--- src/rtl/id_ex_stage.sv ---
// ID/EX pipeline register with operand forwarding and load-use bubble insertion
// for the 16-bit ALU. All outputs are registered fields, apart from the forwarded
// operands and the load-use stall request, which are combinational.
module id_ex_stage #(
  parameter int DATA_W = 16,
  parameter int RA_W   = 3,
  parameter int SIG_W  = 4
) (
  input  logic              clk,
  input  logic              rst_n,
  input  logic              in_valid,
  input  logic [SIG_W-1:0]  in_sigs,
  input  logic [RA_W-1:0]   in_rs_addr,
  input  logic [RA_W-1:0]   in_rt_addr,
  input  logic [DATA_W-1:0] in_rs_data,
  input  logic [DATA_W-1:0] in_rt_data,
  input  logic [DATA_W-1:0] in_imm,
  input  logic              in_use_imm,
  input  logic [RA_W-1:0]   in_rd_addr,
  input  logic              in_wr_en,
  input  logic              in_is_load,
  input  logic              in_setcc,
  input  logic              stall,
  input  logic              flush,
  input  logic              exmem_wr_en,
  input  logic [RA_W-1:0]   exmem_rd_addr,
  input  logic [DATA_W-1:0] exmem_data,
  input  logic              memwb_wr_en,
  input  logic [RA_W-1:0]   memwb_rd_addr,
  input  logic [DATA_W-1:0] memwb_data,
  output logic [DATA_W-1:0] alu_a,
  output logic [DATA_W-1:0] alu_b,
  output logic [SIG_W-1:0]  alu_sigs,
  output logic              ex_valid,
  output logic [RA_W-1:0]   ex_rd_addr,
  output logic              ex_wr_en,
  output logic              ex_is_load,
  output logic              ex_setcc,
  output logic              load_use_stall
);

  logic              valid_q;
  logic [SIG_W-1:0]  sigs_q;
  logic [RA_W-1:0]   rs_addr_q;
  logic [RA_W-1:0]   rt_addr_q;
  logic [DATA_W-1:0] rs_data_q;
  logic [DATA_W-1:0] rt_data_q;
  logic [DATA_W-1:0] imm_q;
  logic              use_imm_q;
  logic [RA_W-1:0]   rd_addr_q;
  logic              wr_en_q;
  logic              is_load_q;
  logic              setcc_q;

  logic [DATA_W-1:0] fwd_a;
  logic [DATA_W-1:0] fwd_b;
  logic              rd_match;
  logic              lu_hazard;

  // Forward the freshest producer onto each registered source; r0 is hard zero.
  always_comb begin
    fwd_a = rs_data_q;
    if (rs_addr_q == '0)
      fwd_a = '0;
    else if (exmem_wr_en && (exmem_rd_addr == rs_addr_q))
      fwd_a = exmem_data;
    else if (memwb_wr_en && (memwb_rd_addr == rs_addr_q))
      fwd_a = memwb_data;

    fwd_b = rt_data_q;
    if (rt_addr_q == '0)
      fwd_b = '0;
    else if (exmem_wr_en && (exmem_rd_addr == rt_addr_q))
      fwd_b = exmem_data;
    else if (memwb_wr_en && (memwb_rd_addr == rt_addr_q))
      fwd_b = memwb_data;
  end

  // A load in EX cannot forward in time to a dependent instruction waiting in ID.
  always_comb begin
    rd_match  = (rd_addr_q != '0) &&
                ((in_rs_addr == rd_addr_q) || (!in_use_imm && (in_rt_addr == rd_addr_q)));
    lu_hazard = valid_q && is_load_q && in_valid && rd_match;
  end

  // Pipeline register: flush beats stall beats load-use bubble beats normal capture.
  always_ff @(posedge clk or negedge rst_n) begin
    if (!rst_n) begin
      valid_q   <= 1'b0;
      sigs_q    <= '0;
      rs_addr_q <= '0;
      rt_addr_q <= '0;
      rs_data_q <= '0;
      rt_data_q <= '0;
      imm_q     <= '0;
      use_imm_q <= 1'b0;
      rd_addr_q <= '0;
      wr_en_q   <= 1'b0;
      is_load_q <= 1'b0;
      setcc_q   <= 1'b0;
    end else if (flush || (!stall && (lu_hazard || !in_valid))) begin
      valid_q   <= 1'b0;
      sigs_q    <= '0;
      rs_addr_q <= '0;
      rt_addr_q <= '0;
      rs_data_q <= '0;
      rt_data_q <= '0;
      imm_q     <= '0;
      use_imm_q <= 1'b0;
      rd_addr_q <= '0;
      wr_en_q   <= 1'b0;
      is_load_q <= 1'b0;
      setcc_q   <= 1'b0;
    end else if (stall) begin
      // capture forwarded values so results retiring during the hold are not lost
      rs_data_q <= fwd_a;
      rt_data_q <= fwd_b;
    end else begin
      valid_q   <= 1'b1;
      sigs_q    <= in_sigs;
      rs_addr_q <= in_rs_addr;
      rt_addr_q <= in_rt_addr;
      rs_data_q <= in_rs_data;
      rt_data_q <= in_rt_data;
      imm_q     <= in_imm;
      use_imm_q <= in_use_imm;
      rd_addr_q <= in_rd_addr;
      wr_en_q   <= in_wr_en;
      is_load_q <= in_is_load;
      setcc_q   <= in_setcc;
    end
  end

  // Output presentation; control bits are qualified by the valid flag.
  always_comb begin
    alu_a          = fwd_a;
    alu_b          = use_imm_q ? imm_q : fwd_b;
    alu_sigs       = sigs_q;
    ex_valid       = valid_q;
    ex_rd_addr     = rd_addr_q;
    ex_wr_en       = valid_q & wr_en_q;
    ex_is_load     = valid_q & is_load_q;
    ex_setcc       = valid_q & setcc_q;
    load_use_stall = lu_hazard;
  end

endmodule

--- config.mk ---
export PLATFORM = sky130hd
export DESIGN_NAME = id_ex_stage
export DESIGN_NICKNAME = d
export VERILOG_FILES = /design/src/rtl/id_ex_stage.sv
export SDC_FILE = /design/constraint.sdc
export NUM_CORES = 1
export LEC_CHECK = 0
export CAP_MARGIN = 10
export CORE_MARGIN = 4
export CORE_UTILIZATION = 44
export CTS_CLUSTER_DIAMETER = 40
export DETAILED_ROUTE_END_ITERATION = 12
export PLACE_DENSITY = 0.81
export SYNTH_ARGS = -nofsm -noshare
export SYNTH_HDL_FRONTEND = slang
export SYNTH_SLANG_ARGS = --single-unit
--- constraint.sdc ---
create_clock -name clk -period 2.3 [get_ports clk]
set_input_delay 0.46 -clock clk [delete_from_list [all_inputs] [get_ports clk]]
set_output_delay 0.46 -clock clk [all_outputs]
set_load 0.02 [all_outputs]
==> results.json, run 1 <==
{
  "outcome": "finished, violations left",
  "violations": "negative setup slack",
  "cts-hold-fix-buffers": 0,
  "ff2ff_setup_slack_ps": 150,
  "crit_chain": "xnor2_2 -> nand4_1 -> buf_6 -> buf_12 -> buf_6 -> o21ai_2 -> a31oi_1 -> a21o_1 -> buf_6",
  "ys.flop_type": "dfrtp_1",
  "dieArea_sq_um": 10600,
  "min_period_ps": 2590,
  "n_antenna_cell": 0,
  "min_period_over_period_pct": 113,
  "wl_per_cell_microns": 25.2,
  "reg2reg_from": "ex_rd_addr[2]",
  "relSlewSlack_pct": 62.2,
  "fmax_ghz": 0.386,
  "final_antenna_net_count": 0,
  "ys_seq_elements": 66,
  "yosysUniqueCellTypes": 31,
  "port_buffers": 153,
  "gp_congestion": 0.969,
  "hpwlAfterDp_mm": 10.5,
  "switching_power_mw": 1.01,
  "synthCells": 432,
  "grt.total_usage_pct": 33.1,
  "synth_edf_count": 0,
  "p_sw_share_pct": 30.9,
  "start_kind": "flop",
  "cts.clk_slew.worst_paths_ps": 80,
  "p_leak_nw": 2.99,
  "path_buf_inv": 4,
  "cts-buffers-inserted": 9,
  "synth_most_common_cell": "dfrtp_1",
  "final_net_count": 748,
  "power_density_nw_per_um2": 464,
  "vias": 5003,
  "syn_area_per_cell_sq_um": 9.15,
  "cpMostUsedCell": "buf_6",
  "post-route-util_pct": 80.8,
  "worstRegToRegCells": 9,
  "fin_tns_setup_ps": -5840,
  "ys.warnings.count": 0,
  "drc": 0,
  "cp_slowest_cell": "dfrtp_2",
  "p_total_mw": 3.27,
  "grt_pass1_vias": 4992,
  "path_delay_family": "buffers and inverters",
  "setup_viol": 33,
  "synth_top_area_share_pct": 41.8,
  "drtIter0Drc": 586,
  "worstMarginPinSlew_ps": 567,
  "start_util_pct": 45.3,
  "grt_use_met1_pct": 37.1,
  "met2_usage_pct": 56.3,
  "clkPwrFrac_pct": 31.7,
  "skew_ps": 8.05,
  "seqPwrFrac_pct": 38.2,
  "mappedNetlistNets": 542,
  "grt_pass1_wl_mm": 26.5,
  "drt_wl_total_mm": 18.9,
  "synth_largest_area_cell": "dfrtp_1",
  "finalWorstSetupSlack_ps": -292,
  "ctsLongestPathBuffers": 2,
  "top_usage_layer": "met2",
  "grt_max_degree": 33,
  "placed_cells": 720,
  "power.internal_mw": 2.26,
  "synth-async-reset-ratio_pct": 100,
  "die_y_microns": 103,
  "clk_latency_ps": 370,
  "synth_area_leaders": "dfrtp_1, a22o_1, o21ai_0",
  "grt_use_met3_pct": 9.95,
  "layout-drive-gt1-share_pct": 35.3,
  "final_cells": 751,
  "fp.dieW_microns": 103,
  "antenna_found_initial": 0,
  "hold_class": "in2async",
  "drt_pre_antenna_iters": 6,
  "cts_tree": "done",
  "ioPinCount": 154,
  "area_growth_pct": 78.2,
  "cts_root_buf": "clkbuf_8",
  "finalHoldViolations": 0,
  "seq_area_frac_synth_pct": 41.8,
  "worstPathArrival_ps": 2130,
  "h-tree-depth": 3,
  "num_rows": 34,
  "required_ps": 1840,
  "cp-end-kind": "primary output",
  "tritoncts_num_sinks": 66,
  "crit_type": "reg2out",
  "combPwrFrac_pct": 30.2,
  "core-area_sq_um": 8720,
  "fin_area_sq_um": 7040,
  "path_max_fanout": 7,
  "rsz0062_at_grt": "yes",
  "syn_area_sq_um": 3950,
  "viasPerCell": 6.66,
  "slowest_delay_ps": 470,
  "synthTopCellsByCount": "dfrtp_1, o21ai_0, nor2b_1",
  "r2r_end": "rt_data_q[10]",
  "maxCapViolations": 0,
  "drv_slew": 0,
  "dpl-instance-area_sq_um": 6010,
  "grt-ovfl-total": 0,
  "vdd_ir_drop_max_uv": 330
}
## worst max path at each step
stage | endpoint | startpoint | slack, ps | cells past startpoint
after detailed placement | alu_b[13] | memwb_rd_addr[2] | -820 | 8
after global routing | alu_b[2] | rt_addr_q[2] | -370 | 9
after CTS | alu_b[2] | rt_addr_q[1] | -130 | 9
after floorplan | alu_a[10] | memwb_rd_addr[0] | 170 | 5
after global placement | alu_b[13] | memwb_rd_addr[0] | -740 | 8
final | alu_b[2] | rt_addr_q[2] | -290 | 9
## cell type report
type | instances | area (sq um)
Clock buffer | 11 | 151
Clock inverter | 5 | 52.6
Fill cell | 471 | 1680
Multi-Input combinational cell | 329 | 2690
Sequential cell | 66 | 1660
Tap cell | 108 | 135
Timing Repair Buffer | 232 | 2350
## metrics by stage
stage          setup slack (ps)  hold slack, ps
6_report                   -292            82.0
5_1_grt                    -374            99.7
4_1_cts                    -132             103
3_5_place_dp               -818             479
3_3_place_gp               -738             470
2_1_floorplan               165             164
## cells by family (layout without fill, tap and decap cells)
| group | after synthesis | count (layout) | synth area share (%) |
|---|---|---|---|
| compound gates | 213 | 213 | 34.7 |
| simple gates | 82 | 82 | 11.3 |
| flops | 66 | 66 | 41.8 |
| buf+inv | 37 | 248 | 4.24 |
| xor+xnor | 18 | 18 | 3.99 |
| mux | 16 | 16 | 4.05 |
## worst register-to-register path: stages (launching register included)
cell and delay (ps):
dfrtp_1 390, xor2_1 170, or4_4 540, a21oi_4 190
buf_4 130, buf_4 90, buf_4 110, o21bai_2 90
buf_12 180, o21a_1 150
## per-layer routing
layer / vias to the layer above / share of wire (%) / routed length (microns)
met2: 463 / 48 / 9090
met4: 0 / 6.8 / 1280
li1: 2007 / - / -
met3: 138 / 12 / 2270
met5: - / 0 / 0
met1: 2395 / 33 / 6260
## placed cells by master, fill, tap and decap left out, types with 8 or more instances in the layout
cell             netlist  final
a31oi_1               32     22
buf_4                  0     67
nand2_1               32     17
a21oi_1               32     17
a22o_1                33     33
a21o_1                17     17
o21ai_0               56     42
a21oi_2                0     14
dfrtp_1               66     61
o21a_1                32     32
xnor2_2                0     12
mux2i_2                0      9
clkdlybuf4s50_1        0    109
clkbuf_8               0     11
nand2_2                0     15
nor2b_1               34     33
o21ai_2                0      8
dlygate4sd2_1          0      8
buf_6                  3     32
## what timing repair did
action,in CTS,in global routing
hold endpoints to repair,0,0
resized for setup,277,66
setup endpoints to repair,33,34
gates cloned,7,1
buffers inserted,5,4
pin swaps,37,11
## state kept, by name, summed over array words and instances, names as in the netlist
register / flops
alu_sigs: 4
ex_rd_addr: 3
ex_valid: 1
imm_q: 16
is_load_q: 1
rs_addr_q: 3
rs_data_q: 16
rt_addr_q: 3
rt_data_q: 16
setcc_q: 1
use_imm_q: 1
wr_en_q: 1
## power by group through the flow
stage / logic (mW) / clock network, mW / registers [mW]
floorplan: 0.310 / 0 / 1.26
global placement: 0.744 / 0 / 1.25
detailed placement: 0.759 / 0 / 1.26
CTS: 0.868 / 1.02 / 1.24
global route: 1.03 / 1.09 / 1.25
finish: 0.986 / 1.04 / 1.25
Note: power is estimated with default switching activity, not from simulation.
==> inputs of run 2 (changes only) <==
--- a/config.mk
+++ b/config.mk
@@ -5,6 +5,7 @@
 export SDC_FILE = /design/constraint.sdc
 export NUM_CORES = 1
 export LEC_CHECK = 0
+export ABC_CLOCK_PERIOD_IN_PS = 2300
 export CAP_MARGIN = 10
 export CORE_MARGIN = 4
 export CORE_UTILIZATION = 44
==> results of run 2 <==
No change in the layout: final DEF, timing and power equal those of run 1.
==> edit: new RTL, flow settings as in run 1 <==
Reset style: synchronous (`rst_n`), changed in one clocked block.
--- a/src/rtl/id_ex_stage.sv
+++ b/src/rtl/id_ex_stage.sv
@@ -85,5 +85,5 @@
 
   // Pipeline register: flush beats stall beats load-use bubble beats normal capture.
-  always_ff @(posedge clk or negedge rst_n) begin
+  always_ff @(posedge clk) begin
     if (!rst_n) begin
       valid_q   <= 1'b0;
Function: differs if rst_n is asserted again (counterexample within 4 cycles, from zero or initial values and one cycle with rst_n low); with rst_n held inactive, the same outputs for 10 cycles.
==> edit against run 1 <==
The run still ends with negative setup slack left. Design area shrank 2.7%. First-iteration DRC count grew 0.17%. Power rose by 0.33%. Combinational power shrank 6.1%. Worst setup slack got worse by 0.16 ns. Area after synthesis decreased by 2.6%. Sequential power is 3% lower. Critical path depth decreased by 2. Final cell count is 7.6% higher. Largest power group unchanged. Sequential cell count stayed put. Clock skew rose by 0.0026 ns. Register-to-register slack gained 0.06 ns. Wire length fell by 11%. Critical path type unchanged. Highest routed layer unchanged.
==> edit: results (changes against run 1) <==
Status = finished, violations left
Failing checks = negative setup slack
Hold Path Stages = 2
DR iter-0 viols = 587 (+0.17%)
Worst skew pair latency = 0.35 ns (-0.02 ns)
Arrival @ worst endpoint = 2.29 ns (+0.16 ns)
Placed cells = 770 (+6.9%)
Adder-cell share of the synthesized area = 0% (unchanged)
Mapped Cells = 492 (+14%)
Final setup vio count = 32 (-3.0%)
First-pass GRT wire length = 22800 um (-14%)
Clk slew on worst S/H paths = 0.08 ns (about the same)
Setup WS pre-CTS = -1.17 ns (-0.355 ns)
CTS H-tree depth = 3 (unchanged)
GPL Wtd Cong = 0.863 (-11%)
Post-Route Setup TNS = -8.14 ns (-2.30 ns)
First drt pass iteration count = 6 (unchanged)
Int Power = 0.00228 W (+0.81%)
Nets = 808 (+8.0%)
Inserted Clock Buffers = 9 (unchanged)
Ant diodes = 0 (unchanged)
Yosys warnings = 0 (unchanged)
Critical path peak fanout = 8 (+1)
Post-synth cell types = 34 (+9.7%)
Overall routing resource usage = 28.0% (-5.1 points)
Post-synthesis mux area share = 8.58% (+4.5 points)
Synth area leaders = dfxtp_1, nand2_1, mux2i_1, a21oi_1, a311o_1
Most instantiated library cell after synthesis = nand2_1
Share of cells above drive strength 1 = 29.6% (-5.7 points)
Dpl hpwl = 11000 um (+5.1%)
I/O Buffers = 153 (unchanged)
Drc violations = 0 (unchanged)
Deepest clock path buffer count = 2 (unchanged)
Post-synth top cells = nand2_1, dfxtp_1, nor2_1
Final WL = 16900 um (-11%)
Async SR Flop Fraction = 0% (-100 points)
Top Registers = imm_q (16), rs_data_q (16), rt_data_q (16)
Leak = 2.77 nW (-7.5%)
Fillers = 476 (+1.1%)
Hold Crit Class = reg -> reg
Largest net degree at the start of global routing = 36 (+9.1%)
Post-route setup slack = -0.449 ns (-0.158 ns)
Worst-margin pin slew = 0.464 ns (-0.103 ns)
Synth Area in Compound Gates = 26.2% (-8.4 points)
WL/cell = 20.9 um (-17%)
Root buf cell = clkbuf_8
Syn_nets = 602 (+11%)
Max IR drop VDD = 0.000443 V (+34%)
Worst R2R Path Depth = 8 (-1)
Clk_skew = 0.0106 ns (+0.00260 ns)
Register area share after synthesis = 34.3% (-7.5 points)
Synth Area in XOR/XNOR = 4.09% (+0.11 points)
Main synth FF type = dfxtp_1
Vias in the first global route = 4593 (-8.0%)
Vias = 4926 (-1.5%)
==> edit: cell types whose count changed after synthesis, moves of 32 or more <==
cell,change
nor2b_1,-34
dfxtp_1,+66
nand2_1,+65
dfrtp_1,-66
o21ai_0,-40
a22o_1,-33
nor2_1,+33
o21a_1,-32
==> edit: final cells by class <==
type,count,area [um2],area share (%)
multi-input combinational,376,2790,40.8
timing repair buffer,241,2350,34.3
sequential,66,1340,19.5
tap,105,131,1.92
clock buffer,9,124,1.81
clock inverter,7,105,1.53
inverter,4,15.0,0.219
==> edit: per-layer routing <==
metal | share of wire [%] | global-route usage [%]
met2 | 48 | 45.8
met3 | 11 | 7.71
met4 | 4.0 | 11.1
met5 | 0 | 0
met1 | 37 | 34.9
==> edit: metrics by stage <==
step	power, W	hold slack [ns]	area (um2)
2_1_floorplan	0.00158	0.455	3940
3_3_place_gp	0.00201	0.466	6010
3_5_place_dp	0.00202	0.487	6010
4_1_cts	0.00316	0.503	6340
5_1_grt	0.00338	0.530	6850
6_report	0.00328	0.504	6850
==> edit: power groups by stage <==
| stage | clock (W) | sequential, W | combinational, W |
|---|---|---|---|
| after global routing | 0.00120 | 0.00121 | 0.000972 |
| after CTS | 0.00114 | 0.00120 | 0.000818 |
| after global placement | 0 | 0.00123 | 0.000776 |
| after detailed placement | 0 | 0.00123 | 0.000792 |
| final | 0.00114 | 0.00121 | 0.000926 |
| after floorplan | 0 | 0.00123 | 0.000350 |
==> edit: what timing repair did <==
item / in CTS / in global routing
buffers inserted: 3 / 15
endpoints found under the hold margin: 0 / 0
gates cloned: 3 / 2
gates resized for setup: 234 / 89
pin swaps: 28 / 37
setup endpoints to repair: 33 / 33
==> edit: cell families after synthesis <==
logic type,Yosys count
AND/OR/NAND/NOR,177
AO/OA/AOI/OAI,148
flip-flops,66
multiplexers,33
XOR/XNOR,18
buffers and inverters,50
==> edit: worst max-delay path: stages, from the launching register on <==
cell	delay, ns
dfxtp_4	0.37
xor2_4	0.15
or4b_4	0.55
buf_6	0.17
a211o_1	0.32
o211ai_1	0.15
o21ai_2	0.09
buf_6	0.14
==> edit: path summary, 6_finish.rpt <==
path                                   start            to  slack [ns]
worst min register to register       setcc_q       setcc_q        0.50
worst max-delay path            rt_addr_q[2]     alu_b[11]       -0.45
worst min-delay path                 setcc_q       setcc_q        0.50
worst max register to register  rt_addr_q[2]  rt_data_q[8]        0.21
